--- config.mk ---
export PLATFORM = sky130hd
export DESIGN_NAME = camera_pixel_assembler_flat
export DESIGN_NICKNAME = d
export VERILOG_FILES = /design/src/rtl/camera_pixel_assembler_pkg.sv /design/src/rtl/camera_pixel_assembler_if.sv /design/src/rtl/camera_sync_edge.sv /design/src/rtl/camera_pixel_assembler.sv /design/src/flat_wrapper.sv
export SDC_FILE = /design/constraint.sdc
export NUM_CORES = 1
export LEC_CHECK = 0
export CAP_MARGIN = 20
export CORE_MARGIN = 1
export CORE_UTILIZATION = 37
export DETAILED_ROUTE_END_ITERATION = 7
export SYNTH_ARGS = -nofsm -noshare
export SYNTH_HDL_FRONTEND = slang
export SYNTH_SLANG_ARGS = --single-unit
--- constraint.sdc ---
create_clock -name pixel_clock_in -period 3.3 [get_ports pixel_clock_in]
set_input_delay 0.495 -clock pixel_clock_in [delete_from_list [all_inputs] [get_ports pixel_clock_in]]
set_output_delay 0.495 -clock pixel_clock_in [all_outputs]
set_load 0.05 [all_outputs]
--- src/rtl/camera_pixel_assembler_pkg.sv ---
// Shared types and constants for the OV7670 pixel assembler.
// Holds the default frame geometry, the FSM state type and the test-pattern colour lookup.
package camera_pixel_assembler_pkg;

  localparam int unsigned CAMERA_WIDTH        = 320;
  localparam int unsigned CAMERA_HEIGHT       = 240;
  localparam int unsigned CAMERA_FRAME_PIXELS = CAMERA_WIDTH * CAMERA_HEIGHT;

  localparam int unsigned BYTE_W  = 8;
  localparam int unsigned PIXEL_W = 16;
  localparam int unsigned X_W     = 9;
  localparam int unsigned Y_W     = 8;
  localparam int unsigned COUNT_W = 17;

  typedef enum logic [1:0] {
    WAIT_FRAME,
    WAIT_HIGH,
    WAIT_LOW
  } camera_asm_state_t;

  typedef struct packed {
    logic [PIXEL_W-1:0] data;
    logic [X_W-1:0]     x;
    logic [Y_W-1:0]     y;
  } camera_pixel_t;

  // Full-scale RGB565 colour for one of the eight vertical bars.
  function automatic logic [PIXEL_W-1:0] camera_bar_colour(input logic [2:0] bar);
    logic [PIXEL_W-1:0] colour;
    colour = 16'h0000;
    case (bar)
      3'd0: colour = 16'hFFFF;
      3'd1: colour = 16'hFFE0;
      3'd2: colour = 16'h07FF;
      3'd3: colour = 16'h07E0;
      3'd4: colour = 16'hF81F;
      3'd5: colour = 16'hF800;
      3'd6: colour = 16'h001F;
      default: colour = 16'h0000;
    endcase
    return colour;
  endfunction

endpackage

--- src/rtl/camera_pixel_assembler_if.sv ---
// Camera byte bus in, assembled pixel stream out.
// master: camera/consumer side; slave: the assembler.
interface camera_pixel_assembler_if;
  import camera_pixel_assembler_pkg::*;

  logic               camera_vsync_in;
  logic               camera_href_in;
  logic [BYTE_W-1:0]  camera_data_in;
  logic [PIXEL_W-1:0] pixel_data;
  logic               pixel_valid;
  logic               frame_done;
  logic               frame_error;
  logic [X_W-1:0]     pixel_x;
  logic [Y_W-1:0]     pixel_y;

  modport master (
    output camera_vsync_in, camera_href_in, camera_data_in,
    input  pixel_data, pixel_valid, frame_done, frame_error, pixel_x, pixel_y
  );

  modport slave (
    input  camera_vsync_in, camera_href_in, camera_data_in,
    output pixel_data, pixel_valid, frame_done, frame_error, pixel_x, pixel_y
  );

endinterface

--- src/rtl/camera_sync_edge.sv ---
// Two-stage register on a camera control line with rise/fall pulses
// derived from the two stages (pulses valid alongside q_o).
module camera_sync_edge (
  input  logic clk_i,
  input  logic rst_i,
  input  logic d_i,
  output logic q_o,
  output logic rise_c_o,
  output logic fall_c_o
);

  logic q_q;
  logic q2_q;

  always_ff @(posedge clk_i) begin
    if (rst_i) begin
      q_q  <= 1'b0;
      q2_q <= 1'b0;
    end else begin
      q_q  <= d_i;
      q2_q <= q_q;
    end
  end

  assign q_o      = q_q;
  assign rise_c_o = q_q & ~q2_q;
  assign fall_c_o = ~q_q & q2_q;

endmodule

--- src/rtl/camera_pixel_assembler.sv ---
// Pairs OV7670 bytes into RGB565 pixels with frame/line accounting and frame_done/frame_error.
// Define CAMERA_TEST_PATTERN_EN to replace pixel data with eight vertical colour bars.
module camera_pixel_assembler
  import camera_pixel_assembler_pkg::*;
#(
  parameter int unsigned FRAME_WIDTH  = CAMERA_WIDTH,
  parameter int unsigned FRAME_HEIGHT = CAMERA_HEIGHT
) (
  input  logic                     pixel_clock_in,
  input  logic                     reset_in,
  camera_pixel_assembler_if.slave  bus_if
);

  localparam logic [X_W-1:0]     X_LIMIT      = X_W'(FRAME_WIDTH);
  localparam logic [Y_W-1:0]     Y_LIMIT      = Y_W'(FRAME_HEIGHT);
  localparam logic [COUNT_W-1:0] COUNT_TARGET = COUNT_W'(FRAME_WIDTH * FRAME_HEIGHT);

  camera_asm_state_t  state_q, state_d;
  logic [BYTE_W-1:0]  data_q;
  logic [BYTE_W-1:0]  high_q, high_d;
  logic [X_W-1:0]     x_q, x_d;
  logic [Y_W-1:0]     y_q, y_d;
  logic [COUNT_W-1:0] count_q, count_d;
  logic               line_err_q, line_err_d;
  logic               overflow_q, overflow_d;
  camera_pixel_t      pix_q, pix_d;
  logic               valid_q, valid_d;
  logic               done_q, done_d;
  logic               error_q, error_d;

  logic               href_q;
  logic               href_rise_unused;
  logic               href_fall;
  logic               vsync_level_unused;
  logic               vsync_rise;
  logic               vsync_fall;
  logic               active;
  logic               emit_req;
  logic [PIXEL_W-1:0] pixel_word;

  camera_sync_edge u_vsync (
    .clk_i    (pixel_clock_in),
    .rst_i    (reset_in),
    .d_i      (bus_if.camera_vsync_in),
    .q_o      (vsync_level_unused),
    .rise_c_o (vsync_rise),
    .fall_c_o (vsync_fall)
  );

  camera_sync_edge u_href (
    .clk_i    (pixel_clock_in),
    .rst_i    (reset_in),
    .d_i      (bus_if.camera_href_in),
    .q_o      (href_q),
    .rise_c_o (href_rise_unused),
    .fall_c_o (href_fall)
  );

`ifdef CAMERA_TEST_PATTERN_EN
  localparam int unsigned XS_W = X_W + 3;
  logic [XS_W-1:0] x_scaled;
  assign x_scaled   = {x_q, 3'b000};
  assign pixel_word = camera_bar_colour(3'(x_scaled / XS_W'(FRAME_WIDTH)));
`else
  assign pixel_word = {high_q, data_q};
`endif

  assign active = (state_q != WAIT_FRAME);

  // Byte pairing, line/frame accounting and strobe generation.
  always_comb begin
    state_d    = state_q;
    high_d     = high_q;
    x_d        = x_q;
    y_d        = y_q;
    count_d    = count_q;
    line_err_d = line_err_q;
    overflow_d = overflow_q;
    pix_d      = pix_q;
    valid_d    = 1'b0;
    done_d     = 1'b0;
    error_d    = 1'b0;
    emit_req   = 1'b0;

    unique case (state_q)
      WAIT_FRAME: begin
        if (vsync_fall) state_d = WAIT_HIGH;
      end
      WAIT_HIGH: begin
        if (href_q) begin
          high_d  = data_q;
          state_d = WAIT_LOW;
        end
      end
      WAIT_LOW: begin
        state_d = WAIT_HIGH;
        if (href_q) emit_req = 1'b1;
        else        line_err_d = 1'b1;
      end
      default: state_d = WAIT_FRAME;
    endcase

    // Pixels beyond the frame geometry are swallowed; counters hold at the limit.
    if (emit_req) begin
      if ((x_q >= X_LIMIT) || (y_q >= Y_LIMIT)) begin
        overflow_d = 1'b1;
      end else begin
        valid_d = 1'b1;
        pix_d   = '{data: pixel_word, x: x_q, y: y_q};
        x_d     = x_q + X_W'(1);
        count_d = count_q + COUNT_W'(1);
      end
    end

    if (active && href_fall) begin
      x_d = '0;
      if ((x_q != '0) && (y_q < Y_LIMIT)) y_d = y_q + Y_W'(1);
    end

    // A pixel emitted on the closing edge still belongs to the ending frame.
    if (active && vsync_rise) begin
      done_d     = 1'b1;
      error_d    = (count_d != COUNT_TARGET) || line_err_d || overflow_d;
      state_d    = WAIT_FRAME;
      x_d        = '0;
      y_d        = '0;
      count_d    = '0;
      line_err_d = 1'b0;
      overflow_d = 1'b0;
    end
  end

  always_ff @(posedge pixel_clock_in) begin
    if (reset_in) begin
      state_q    <= WAIT_FRAME;
      data_q     <= '0;
      high_q     <= '0;
      x_q        <= '0;
      y_q        <= '0;
      count_q    <= '0;
      line_err_q <= 1'b0;
      overflow_q <= 1'b0;
      pix_q      <= '0;
      valid_q    <= 1'b0;
      done_q     <= 1'b0;
      error_q    <= 1'b0;
    end else begin
      state_q    <= state_d;
      data_q     <= bus_if.camera_data_in;
      high_q     <= high_d;
      x_q        <= x_d;
      y_q        <= y_d;
      count_q    <= count_d;
      line_err_q <= line_err_d;
      overflow_q <= overflow_d;
      pix_q      <= pix_d;
      valid_q    <= valid_d;
      done_q     <= done_d;
      error_q    <= error_d;
    end
  end

  assign bus_if.pixel_data  = pix_q.data;
  assign bus_if.pixel_x     = pix_q.x;
  assign bus_if.pixel_y     = pix_q.y;
  assign bus_if.pixel_valid = valid_q;
  assign bus_if.frame_done  = done_q;
  assign bus_if.frame_error = error_q;

endmodule
--- src/flat_wrapper.sv ---
// flat-port wrapper written by rule: the top's interface ports become plain ports
module camera_pixel_assembler_flat import camera_pixel_assembler_pkg::*;
#(
  parameter int unsigned FRAME_WIDTH  = CAMERA_WIDTH,
  parameter int unsigned FRAME_HEIGHT = CAMERA_HEIGHT
)
  (pixel_clock_in, reset_in, bus_if_camera_vsync_in, bus_if_camera_href_in, bus_if_camera_data_in, bus_if_pixel_data, bus_if_pixel_valid, bus_if_frame_done, bus_if_frame_error, bus_if_pixel_x, bus_if_pixel_y);
  camera_pixel_assembler_if bus_if_i ();
  input  logic pixel_clock_in;
  input  logic reset_in;
  input wire logic [$bits(bus_if_i.camera_vsync_in)-1:0] bus_if_camera_vsync_in;
  input wire logic [$bits(bus_if_i.camera_href_in)-1:0] bus_if_camera_href_in;
  input wire logic [$bits(bus_if_i.camera_data_in)-1:0] bus_if_camera_data_in;
  output wire logic [$bits(bus_if_i.pixel_data)-1:0] bus_if_pixel_data;
  output wire logic [$bits(bus_if_i.pixel_valid)-1:0] bus_if_pixel_valid;
  output wire logic [$bits(bus_if_i.frame_done)-1:0] bus_if_frame_done;
  output wire logic [$bits(bus_if_i.frame_error)-1:0] bus_if_frame_error;
  output wire logic [$bits(bus_if_i.pixel_x)-1:0] bus_if_pixel_x;
  output wire logic [$bits(bus_if_i.pixel_y)-1:0] bus_if_pixel_y;
  assign bus_if_i.camera_vsync_in = bus_if_camera_vsync_in;
  assign bus_if_i.camera_href_in = bus_if_camera_href_in;
  assign bus_if_i.camera_data_in = bus_if_camera_data_in;
  assign bus_if_pixel_data = bus_if_i.pixel_data;
  assign bus_if_pixel_valid = bus_if_i.pixel_valid;
  assign bus_if_frame_done = bus_if_i.frame_done;
  assign bus_if_frame_error = bus_if_i.frame_error;
  assign bus_if_pixel_x = bus_if_i.pixel_x;
  assign bus_if_pixel_y = bus_if_i.pixel_y;
  camera_pixel_assembler #(.FRAME_WIDTH(FRAME_WIDTH), .FRAME_HEIGHT(FRAME_HEIGHT)) u_core (.pixel_clock_in(pixel_clock_in), .reset_in(reset_in), .bus_if(bus_if_i));
endmodule
=== Word level (Yosys, flattened, before mapping) ===
Cells that the tools add are included.
W data, S select, Z words.

* Flip-flop bits (word level): 94
* Bits in latches: 0
* Bits in writable memories: 0
* ROM bits: 0
* Input bits: 12
* Output and inout bits: 36
* Word-level logic and storage cells: 68
* Memories kept: 0

* Add/subtract/negate cells: 3
* $mul: 0
* Div/mod/pow operators: 0
* Order comparisons: 3
* Eq/ne operators: 5
* Shift-type cells: 0
* Multiplexer cells: 13
* Bitwise operators: 9
* Reduce and logical (&&, ||, !) cells: 17

{| class="wikitable"
|+ Operators with widths
! cell !! count
|-
| $mux W17 || 2
|-
| $add A17 B1 Y17 const B || 1
|-
| $ne A17 B17 Y1 const B || 1
|-
| $add A9 B1 Y9 const B || 1
|-
| $ge A9 B9 Y1 const B || 1
|-
| $reduce_bool A9 Y1 || 1
|-
| $add A8 B1 Y8 const B || 1
|-
| $ge A8 B8 Y1 const B || 1
|-
| $lt A8 B8 Y1 const B || 1
|-
| $mux W1 || 8
|-
| $reduce_and A2 Y1 || 4
|-
| $not A1 Y1 || 6
|-
| $pmux W2 S3 || 1
|-
| $reduce_or A2 Y1 || 3
|-
| $mux W2 || 2
|-
| $ne A2 B2 Y1 const B || 2
|-
| $and A1 B1 Y1 || 3
|-
| $logic_and A1 B1 Y1 || 3
|-
| $logic_or A1 B1 Y1 || 3
|-
| $reduce_or A3 Y1 || 1
|-
| $eq A2 B1 Y1 const B || 1
|-
| $eq A2 B2 Y1 const B || 1
|-
| $logic_not A2 Y1 || 1
|-
| $reduce_bool A2 Y1 || 1
|}

=== Longest topological paths before layout ===
Gate-level depths: netlist of the first run.

* Depth in word-level cells: 7
* Depth in mapped cells: 9

=== Modules after synthesis ===
A second synthesis of the first run with hierarchy kept.

* Cells, all modules: 429
* Area total of the unflattened synthesis: 3746.1 µm²

{| class="wikitable"
|+ Modules (own cells, without submodules)
! module !! times used !! cells each !! area an instance (µm²) !! seq. area each (µm²)
|-
| camera_pixel_assembler || 1 || 417 || 3616.0 || 1801.7
|-
| camera_sync_edge || 2 || 6 || 65.1 || 40.0
|}

=== Worst setup path before layout of the first run ===
OpenSTA, ideal clock, no wires.

* Kind: register to register
* From: register u_core.count_q[0]
* To: register u_core.error_q, in the netlist u_core.bus_if.frame_error
* Library setup time: 115 ps
* Arrival: 1954 ps
* Required time: 3185 ps
* Slack: 1231 ps
* Stages on the path, launching flop included: 8
* Path buffers: 0
* Clock period less this slack: 2069 ps
* Cells stage by stage: dfxtp_1 > ha_1 > and3_1 > nand4_1 > a2111oi_2 > a31oi_1 > or4_1 > o21a_1

* Word-level cells in the longest chain between the ends: 6

{| class="wikitable"
|+ Ends and longest elaborated chain
! what !! RTL line !! text
|-
| start: declaration || camera_pixel_assembler.sv:23 || <nowiki>logic [COUNT_W-1:0] count_q, count_d;</nowiki>
|-
| start signal: assignment || camera_pixel_assembler.sv:153 || <nowiki>count_q <= count_d;</nowiki>
|-
| $add A17 B1 Y17 || camera_pixel_assembler.sv:111 || <nowiki>count_d = count_q + COUNT_W'(1);</nowiki>
|-
| $mux W17 || camera_pixel_assembler.sv:105 || <nowiki>if ((x_q >= X_LIMIT) || (y_q >= Y_LIMIT)) begin</nowiki>
|-
| $mux W17 * || camera_pixel_assembler.sv:104 || <nowiki>if (emit_req) begin</nowiki>
|-
| $ne A17 B17 Y1 * || camera_pixel_assembler.sv:123 || <nowiki>error_d = (count_d != COUNT_TARGET) || line_err_d || overflow_d;</nowiki>
|-
| $logic_or A1 B1 Y1 * (2 in series) || camera_pixel_assembler.sv:123 ||
|-
| end signal: assignment || camera_pixel_assembler.sv:159 || <nowiki>error_q <= error_d;</nowiki>
|-
| end: declaration || camera_pixel_assembler.sv:29 || <nowiki>logic error_q, error_d;</nowiki>
|}

Every way passes the cells marked *; elsewhere a longest branch is shown, timed or not.
A chain may end at the register's enable or synchronous reset.

=== Final worst setup path of the first run ===
* From: register u_core.x_q[6]
* To: register u_core.x_q[4]

* Word-level cells in the longest chain between the ends: 4

{| class="wikitable"
|+ Ends and longest elaborated chain
! what !! RTL line !! text
|-
| start: declaration || camera_pixel_assembler.sv:21 || <nowiki>logic [X_W-1:0] x_q, x_d;</nowiki>
|-
| start signal: assignment || camera_pixel_assembler.sv:138 || <nowiki>x_q <= '0;</nowiki>
|-
| start signal: assignment || camera_pixel_assembler.sv:151 || <nowiki>x_q <= x_d;</nowiki>
|-
| $ge A9 B9 Y1 || camera_pixel_assembler.sv:105 ||
|-
| $logic_or A1 B1 Y1 || camera_pixel_assembler.sv:105 ||
|-
| $not A1 Y1 (no source line) || - ||
|-
| $reduce_and A2 Y1 (no source line) || - ||
|}

Every way passes these cells.

==> flow_metrics.env, run 1 <==
export IMPL_crit_path_end_kind="flop"
export IMPL_clkTransAtPathRegs_ns=0.10
export IMPL_fin_crit_sh_pct=72.9
export IMPL_power_leakage_nw=1.66
export IMPL_synthCells=454
export IMPL_grt_pass1_vias=2921
export IMPL_fin_setup_tns_ns=0
export IMPL_ir_drop_mv=0.234
export IMPL_die_area_sq_um=10900
export IMPL_num_vias=3167
export IMPL_grt_max_degree=56
export IMPL_ys_warn_count=0
export IMPL_switching_share_pct=24.0
export IMPL_syn_area_sq_um=3860
export IMPL_ys_seq_area_share_pct=48.7
export IMPL_drv_slew=0
export IMPL_num_fill_cells=952
export IMPL_grt_total_usage_pct=15.9
export IMPL_holdPathEnd="u_core.bus_if.frame_done"
export IMPL_max_cap_violations=0
export IMPL_clk_path_buf_depth=2
export IMPL_drc=0
export IMPL_core_area_sq_um=9950
export IMPL_internal_power_mw=1.47
export IMPL_post_cts_resize_count=0
export IMPL_cp_start_kind="flop"
export IMPL_postLayoutCoreUtil_pct=46.3
export IMPL_synthArstFlopShare_pct=0
export IMPL_setup_viol=0
export IMPL_cts_buffers=9
export IMPL_dp_hpwl_um=5610
export IMPL_n_antenna_cell=0
export IMPL_synth_enable_flop_cells=0
export IMPL_power_density_nw_per_um2=420
export IMPL_crit_required_ns=3.55
export IMPL_rrSetupSlack_ns=0.89
export IMPL_hold_depth=2
export IMPL_drtPass1Iterations=4
export IMPL_clk_latency_ns=0.36
export IMPL_cts_setup_buffers=0
export IMPL_p_clk_share_pct=38.2
export IMPL_power_switching_mw=0.464
export IMPL_combPwrFrac_pct=2.4
export IMPL_max_freq_ghz=0.415
export IMPL_min_period_ns=2.41
export IMPL_max_slew_margin_rel_pct=40.5
export IMPL_yosys_most_used_dff="dfxtp_1"
export IMPL_hp_start="reset_in"
export IMPL_cts_sinks=94
export IMPL_hp_class="in2reg"
export IMPL_wl_per_cell_um=13.2
export IMPL_status="finished clean"
export IMPL_synth_area_per_cell_sq_um=8.51
export IMPL_routed_wl_um=8300
export IMPL_ys_ff_latch=94
export IMPL_cts_tree="done"
export IMPL_rows=36
export IMPL_ys_types=43
export IMPL_grt_overflow_total=0
export IMPL_hold_buffers=0
export IMPL_critical_path_arrival_ns=2.66
export IMPL_initial_core_util_pct=38.8
export IMPL_hold_viol=0
export IMPL_ff2ff_path_depth=6
export IMPL_drtIter0Drc=170
export IMPL_reg2reg_to="u_core.x_q[4]"
export IMPL_drive_gt1_share_pct=6.45
export IMPL_h_tree_depth=3
export IMPL_ant_nets=0
export IMPL_die_y_um=104
export IMPL_io_buffers=47
export IMPL_gp_congestion=0.857
export IMPL_avgViaCountPerCell=5.03
export IMPL_rsz0062_at_grt="false"
export IMPL_rr_startpoint="u_core.x_q[6]"
export IMPL_worst_path_max_fanout=24
export IMPL_power_frac_seq_pct=59.4
export IMPL_fin_nets=507
export IMPL_ios=48
export IMPL_final_setup_skew_ns=0.0106
export IMPL_grt_pass1_wl_um=14000
export IMPL_clock_root_buffer="clkbuf_8"
export IMPL_crit_type="reg2reg"
export IMPL_syn_nets=470
export IMPL_antenna_found_initial=0
export IMPL_syn2layout_area_growth_pct=19.2
export IMPL_worst_pin_slew_ns=0.892
export IMPL_die_w_um=104
==> registers in the layout, indices dropped and copies added, names as in the netlist <==
signal,count
u_core.data_q,8
u_core.count_q,17
u_core.bus_if.frame_done,1
u_core.bus_if.pixel_valid,1
u_core.bus_if.frame_error,1
u_core.u_vsync.q2_q,1
u_core.overflow_q,1
u_core.high_q,8
u_core.u_href.q2_q,1
u_core.line_err_q,1
u_core.y_q,8
u_core.bus_if.pixel_data,16
u_core.x_q,9
u_core.bus_if.pixel_x,9
u_core.u_vsync.q_o,1
u_core.state_q,2
u_core.u_href.q_o,1
u_core.bus_if.pixel_y,8
==> cell usage in the layout (no fill, tap or decap), types with 5 or more instances in the layout <==
cell type,netlist,layout
nand2_1,88,88
clkdlybuf4s50_1,0,46
a21oi_1,45,45
nor2_1,50,50
inv_1,9,9
clkbuf_8,0,10
a31oi_1,5,5
mux2i_1,8,8
xnor2_1,14,14
nand4_1,11,11
nand3_1,12,12
nor3_1,5,5
nor2b_1,14,14
xor2_1,13,13
and3_1,9,9
dfxtp_1,94,94
==> metrics by stage <==
stage,instance area [sq um],setup WS (ns),hold WS (ns),power [mW],instances
floorplan,3860,1.23,0.431,1.20,454
global placement,4420,0.945,0.440,1.22,613
detailed placement,4420,0.869,0.446,1.22,613
CTS,4610,0.864,0.387,1.96,629
global route,4610,0.621,0.392,2.01,629
finish,4610,0.893,0.405,1.93,629
==> Yosys cell counts (2+ instances only) <==
master / instances / area [sq um]
nor2b_1: 14 / 87.6
or4_1: 3 / 22.5
a21oi_1: 45 / 225
mux2i_1: 8 / 80.1
o21a_1: 2 / 15.0
nand3_1: 12 / 60.1
nor3b_1: 4 / 30.0
nor4_1: 4 / 25.0
or3_1: 4 / 25.0
dfxtp_1: 94 / 1880
xor2_1: 13 / 114
buf_2: 3 / 15.0
or2_2: 2 / 12.5
o211ai_1: 2 / 15.0
and4_1: 4 / 35.0
nand4_2: 3 / 37.5
ha_1: 4 / 50.1
clkbuf_1: 19 / 71.3
o21ai_2: 2 / 17.5
a31oi_1: 5 / 31.3
inv_1: 9 / 33.8
nand4_1: 11 / 68.8
a211oi_1: 3 / 22.5
nand2_1: 88 / 330
nor2_1: 50 / 188
xnor2_1: 14 / 123
o21ai_0: 4 / 20.0
nor3_1: 5 / 25.0
and3_1: 9 / 56.3
==> layout make-up <==
class | count | area [sq um] | share of cell area (%)
well taps | 133 | 166 | 3.61
repair buffers | 50 | 488 | 10.6
flip-flops and latches | 94 | 1880 | 40.9
multi-input cells | 327 | 1850 | 40.1
clock buffers | 10 | 138 | 2.99
clock inverters | 6 | 51.3 | 1.11
inverters | 9 | 33.8 | 0.733
==> kinds of logic (layout without fill, tap and decap cells) <==
| logic type | after synthesis | after routing | synth area share [%] |
|---|---|---|---|
| xor gates and xnor gates | 27 | 27 | 6.12 |
| and+or+nand+nor | 222 | 222 | 28.5 |
| AOI/OAI and AO/OA | 66 | 66 | 9.78 |
| DFF | 94 | 94 | 48.7 |
| buffers and inverters | 33 | 75 | 3.50 |
| adders and majority gates | 4 | 4 | 1.30 |
| muxes | 8 | 8 | 2.07 |
==> worst max-delay path, cell delays in order, from the launching register on <==
cell	delay [ns]
dfxtp_1	0.39
o21ai_2	0.36
and3_1	0.81
buf_4	0.40
nand4_1	0.14
xor2_1	0.15
nor2_1	0.05
==> worst max path at each step <==
| stage | startpoint | to | slack (ns) |
|---|---|---|---|
| 2_1_floorplan | u_core.count_q[0] | u_core.bus_if.frame_error | 1.23 |
| 3_3_place_gp | u_core.x_q[6] | u_core.x_q[4] | 0.95 |
| 3_5_place_dp | u_core.y_q[4] | u_core.bus_if.frame_error | 0.87 |
| 4_1_cts | u_core.y_q[4] | u_core.bus_if.frame_error | 0.86 |
| 5_1_grt | u_core.x_q[6] | u_core.x_q[3] | 0.62 |
| 6_report | u_core.x_q[6] | u_core.x_q[4] | 0.89 |
==> per-layer routing <==
layer  global-route usage, %  vias to the layer above  wire (um)  part of all wire, %
li1                        -                     1607          -                    -
met1                    21.3                     1482       4120                   50
met2                    24.0                       66       3680                   44
met3                    4.07                       12        354                  4.3
met4                    6.63                        0        148                  1.8
met5                       0                        -          0                    0
==> power groups by stage <==
stage	registers (mW)	logic (mW)	clock network [mW]
3_3_place_gp	1.17	0.0464	0
2_1_floorplan	1.17	0.0288	0
6_report	1.15	0.0460	0.738
3_5_place_dp	1.18	0.0469	0
5_1_grt	1.15	0.0508	0.813
4_1_cts	1.15	0.0471	0.761
No activity file was read; power rests on OpenSTA's default activity.
==> inputs of run 2 (changes only) <==
- clock period: 3.3 -> 2.25 ns (I/O delays scaled with it)
==> run 2 against run 1 <==
  * Utilization rose by 0.89 points
  * Hold slack got worse by 0.21 ns
  * Count of clock-buffer cells in the layout down 1
  * Sequential power grew 46%
  * Total power grew 46%
  * Worst setup slack worse by 0.81 ns
  * Die area is the same
  * Critical path depth rose by 1
  * Register-to-register slack got worse by 0.81 ns
  * Critical path type unchanged
  * Largest power group unchanged
==> flow_metrics.env, run 2 (synthesis results as in run 1) <==
export IMPL_status="finished clean"
export IMPL_max_slew_margin_rel_pct=59.5
export IMPL_seq_area_sq_um=1880
export IMPL_cts_tree="done"
export IMPL_rows=36
export IMPL_fin_crit_sh_pct=96.4
export IMPL_io_buffers=47
export IMPL_drv_slew=0
export IMPL_max_cap_violations=0
export IMPL_fin_nets=519
export IMPL_cts_setup_buffers=0
export IMPL_cp_start_kind="flop"
export IMPL_num_fill_cells=977
export IMPL_crit_chain="ha_1 > and3_2 > nand4_1 > a2111oi_2 > a31oi_1 > or4_1 > o21a_1"
export IMPL_rsz0062_at_grt="false"
export IMPL_final_setup_skew_ns=0.0161
export IMPL_worst_path_max_fanout=4
export IMPL_power_density_nw_per_um2=602
export IMPL_min_period_ns=2.17
export IMPL_dp_hpwl_um=6000
export IMPL_grt_total_usage_pct=16.6
export IMPL_hold_buffers=0
export IMPL_ir_drop_mv=0.424
export IMPL_cts_sinks=94
export IMPL_cts_buffers=9
export IMPL_wl_per_cell_um=13.4
export IMPL_clk_path_buf_depth=2
export IMPL_antenna_found_initial=0
export IMPL_max_flop_register="u_core.count_q"
export IMPL_fin_setup_tns_ns=0
export IMPL_clock_root_buffer="clkbuf_8"
export IMPL_grt_pass1_wl_um=14700
export IMPL_timing_hold_ws_ns=0.197
export IMPL_hold_viol=0
export IMPL_avgViaCountPerCell=4.99
export IMPL_largest_reg_flops=17
export IMPL_crit_type="reg2reg"
export IMPL_crit_path_end_kind="flop"
export IMPL_drc=0
export IMPL_setup_viol=0
export IMPL_drive_gt1_share_pct=9.06
export IMPL_power_mw=2.83
export IMPL_n_antenna_cell=0
export IMPL_num_vias=3198
export IMPL_gp_congestion=0.830
export IMPL_final_common_cell="dfxtp_1"
export IMPL_multi_input_area_sq_um=1850
export IMPL_max_freq_ghz=0.461
export IMPL_power_leakage_nw=1.72
export IMPL_slowest_stage="or4_1"
export IMPL_setup_ws_ns=0.0802
export IMPL_dp_slack_ns=0.115
export IMPL_initial_core_util_pct=38.8
export IMPL_die_y_um=104
export IMPL_worst_pin_slew_ns=0.606
export IMPL_clkTransAtPathRegs_ns=0.09
export IMPL_mostFrequentLayoutCells="dfxtp_1, nand2_1, nor2_1"
export IMPL_grt_max_degree=55
export IMPL_place_area_sq_um=4510
export IMPL_drtPass1Iterations=4
export IMPL_syn2layout_area_growth_pct=21.5
export IMPL_die_area_sq_um=10900
export IMPL_h_tree_depth=3
export IMPL_ant_nets=0
export IMPL_drtIter0Drc=170
export IMPL_critical_path_arrival_ns=2.41
export IMPL_placed_cells=625
export IMPL_clk_latency_ns=0.36
export IMPL_design_area_sq_um=4690
export IMPL_crit_required_ns=2.49
export IMPL_fin_cells=641
export IMPL_core_area_sq_um=9950
export IMPL_ios=48
export IMPL_grt_pass1_vias=3157
export IMPL_slowest_delay_ns=0.43
export IMPL_die_w_um=104
export IMPL_hp_class="in2reg"
export IMPL_routed_wl_um=8620
export IMPL_postLayoutCoreUtil_pct=47.2
export IMPL_grt_overflow_total=0
[run 2: final timing paths]
check / from / endpoint / slack (ns) / depth (start not counted)
max reg2reg: u_core.count_q[0] / u_core.bus_if.frame_error / 0.08 / 7
min reg2reg: u_core.bus_if.pixel_data[10] / u_core.bus_if.pixel_data[10] / 0.46 / 2
max: u_core.count_q[0] / u_core.bus_if.frame_error / 0.08 / 7
min: reset_in / u_core.u_href.q2_q / 0.20 / 2
[run 2: cell type report]
cell class | count | share of cell area, %
clock inverter | 7 | 1.31
clock buffer | 9 | 2.64
multi-input combinational | 327 | 39.4
inverter | 9 | 0.720
tap | 133 | 3.54
timing repair buffer | 62 | 12.3
sequential | 94 | 40.1
[run 2: worst max-delay path, delay by kind of cell, from the launching register on]
| kind | cells | cell delay [ns] |
|---|---|---|
| and+or+nand+nor | 3 | 0.79 |
| adders and majority gates | 1 | 0.22 |
| AOI/OAI and AO/OA | 3 | 0.64 |
| DFF | 1 | 0.41 |
[run 2: what timing repair did]
item,4_1_cts,5_1_grt
hold endpoints to repair,0,0
endpoints found under the setup margin,0,1
gates resized for setup,0,2
[run 2: power by group]
part	total, mW	switching, mW	leakage [nW]	internal [mW]
Combinational	0.0710	0.0400	0.868	0.0310
Sequential	1.68	0.00826	0.761	1.68
Clock	1.07	0.643	0.0945	0.428
Total	2.83	0.691	1.72	2.13
[run 2: per-layer routing]
metal / up-vias / share of wire, % / global-route usage, %
met4: 0 / 1.9 / 6.94
li1: 1640 / - / -
met5: - / 0 / 0
met3: 13 / 3.3 / 3.13
met2: 48 / 47 / 27.3
met1: 1497 / 48 / 21.1
==> inputs of run 3 (changes only) <==
- CORE_UTILIZATION: 37 -> 46
- CTS_CLUSTER_DIAMETER: default -> 60
- PLACE_DENSITY: default -> 0.68
==> run 3 against run 2 <==
  * Utilization up 9.9 points
  * Clock skew shrank 0.0063 ns
  * Global-route usage up 3.8 points
  * Sequential share of layout area up 0.30 points
  * Non-clock buffer count unchanged
  * Count of clock-buffer cells in the layout did not move
  * Sequential power is essentially flat
  * Clock power about the same
  * Largest cell class unchanged
  * Largest power group unchanged
  * Highest routed layer unchanged
==> flow_metrics.env, run 3 (synthesis results as in run 1) <==
export IMPL_drv_slew=0
export IMPL_power_leakage_nw=1.72
export IMPL_dp_hpwl_um=5750
export IMPL_hp_class="in2reg"
export IMPL_avgViaCountPerCell=5.21
export IMPL_drc=0
export IMPL_setup_viol=0
export IMPL_grt_total_usage_pct=20.4
export IMPL_final_setup_skew_ns=0.00977
export IMPL_combPwrFrac_pct=2.5
export IMPL_cts_tree="done"
export IMPL_grt_overflow_total=0
export IMPL_switching_share_pct=24.2
export IMPL_grt_pass1_vias=3019
export IMPL_cts_sinks=94
export IMPL_clk_path_buf_depth=2
export IMPL_critical_path_arrival_ns=2.39
export IMPL_crit_path_end_kind="flop"
export IMPL_final_common_cell="dfxtp_1"
export IMPL_fin_nets=519
export IMPL_slowest_delay_ns=0.54
export IMPL_drive_gt1_share_pct=9.25
export IMPL_initial_core_util_pct=47.3
export IMPL_max_cap_violations=0
export IMPL_rsz0062_at_grt="false"
export IMPL_slowest_stage="or4_1"
export IMPL_num_vias=3193
export IMPL_grt_pass1_wl_um=14000
export IMPL_n_antenna_cell=0
export IMPL_hold_buffers=0
export IMPL_grt_max_degree=37
export IMPL_dp_slack_ns=0.109
export IMPL_power_switching_mw=0.680
export IMPL_postLayoutCoreUtil_pct=57.1
export IMPL_internal_power_mw=2.13
export IMPL_max_freq_ghz=0.469
export IMPL_antenna_found_initial=0
export IMPL_mostFrequentLayoutCells="dfxtp_1, nand2_1, nor2_1"
export IMPL_fin_crit_sh_pct=94.8
export IMPL_routed_wl_um=8260
export IMPL_power_density_nw_per_um2=603
export IMPL_cts_buffers=9
export IMPL_clk_latency_ns=0.37
export IMPL_worst_path_max_fanout=10
export IMPL_clkTransAtPathRegs_ns=0.10
export IMPL_drtPass1Iterations=4
export IMPL_clock_root_buffer="clkbuf_8"
export IMPL_setup_ws_ns=0.116
export IMPL_hold_viol=0
export IMPL_syn2layout_area_growth_pct=20.8
export IMPL_fin_setup_tns_ns=0
export IMPL_io_buffers=47
export IMPL_die_w_um=93.7
export IMPL_gp_congestion=0.916
export IMPL_cp_start_kind="flop"
export IMPL_crit_chain="nand4_4 > and3_1 > nor3_1 > o211ai_1 > or4_1 > o21a_1"
export IMPL_h_tree_depth=3
export IMPL_min_period_ns=2.13
export IMPL_max_slew_margin_rel_pct=58.3
export IMPL_power_frac_seq_pct=59.9
export IMPL_core_area_sq_um=8180
export IMPL_ir_drop_mv=0.343
export IMPL_die_y_um=93.7
export IMPL_status="finished clean"
export IMPL_num_fill_cells=748
export IMPL_rows=33
export IMPL_wl_per_cell_um=13.5
export IMPL_ant_nets=0
export IMPL_crit_type="reg2reg"
export IMPL_largest_reg_flops=17
export IMPL_max_flop_register="u_core.count_q"
export IMPL_die_area_sq_um=8770
export IMPL_drtIter0Drc=195
export IMPL_ios=48
export IMPL_p_clk_share_pct=37.7
export IMPL_worst_pin_slew_ns=0.623
export IMPL_crit_required_ns=2.50
-- run 3: area by class of cell --
cell class / instances / area [sq um] / share of cell area (%)
multi-input combinational: 327 / 1850 / 39.6
tap: 105 / 131 / 2.82
clock buffer: 9 / 124 / 2.65
clock inverter: 7 / 66.3 / 1.42
sequential: 94 / 1890 / 40.4
inverter: 9 / 33.8 / 0.724
timing repair buffer: 62 / 578 / 12.4
-- run 3: what timing repair did --
| action | 4_1_cts | 5_1_grt |
|---|---|---|
| setup endpoints to repair | 0 | 1 |
| resized for setup | 0 | 3 |
| setup buffers | 0 | 0 |
-- run 3: worst paths after layout --
check                           slack (ns)  cells after the start                      endpoint                    startpoint
worst max-delay path                  0.12                      6     u_core.bus_if.frame_error                 u_core.y_q[6]
worst max register to register        0.12                      6     u_core.bus_if.frame_error                 u_core.y_q[6]
worst min register to register        0.46                      2  u_core.bus_if.pixel_data[10]  u_core.bus_if.pixel_data[10]
worst min-delay path                  0.37                      2              u_core.high_q[5]                      reset_in
-- run 3: power groups by stage --
stage	Sequential, mW	Clock [mW]	Combinational [mW]
2_1_floorplan	1.72	0	0.0423
3_3_place_gp	1.72	0	0.0695
3_5_place_dp	1.72	0	0.0701
4_1_cts	1.68	1.09	0.0706
5_1_grt	1.69	1.16	0.0782
6_report	1.68	1.06	0.0693
-- run 3: stage by stage --
step           total power [mW]  cells  cell area, sq um  hold WS, ns
2_1_floorplan              1.76    454              3860        0.431
3_3_place_gp               1.79    597              4470        0.438
3_5_place_dp               1.79    597              4470        0.446
4_1_cts                    2.85    613              4660        0.361
5_1_grt                    2.93    613              4670        0.386
6_report                   2.81    613              4670        0.368
-- run 3: worst max-delay path: cells and delay by family (launching register included) --
family	cells	cell delay (ns)
simple gates	4	1.24
flops	1	0.47
compound gates	2	0.31
-- run 3: layer usage --
| layer | GRT usage, % | vias to the layer above | wire length, um |
|---|---|---|---|
| met5 | 0 | - | 0 |
| met2 | 31.5 | 61 | 3830 |
| met4 | 9.49 | 0 | 157 |
| li1 | - | 1631 | - |
| met3 | 3.72 | 14 | 346 |
| met1 | 27.5 | 1487 | 3930 |
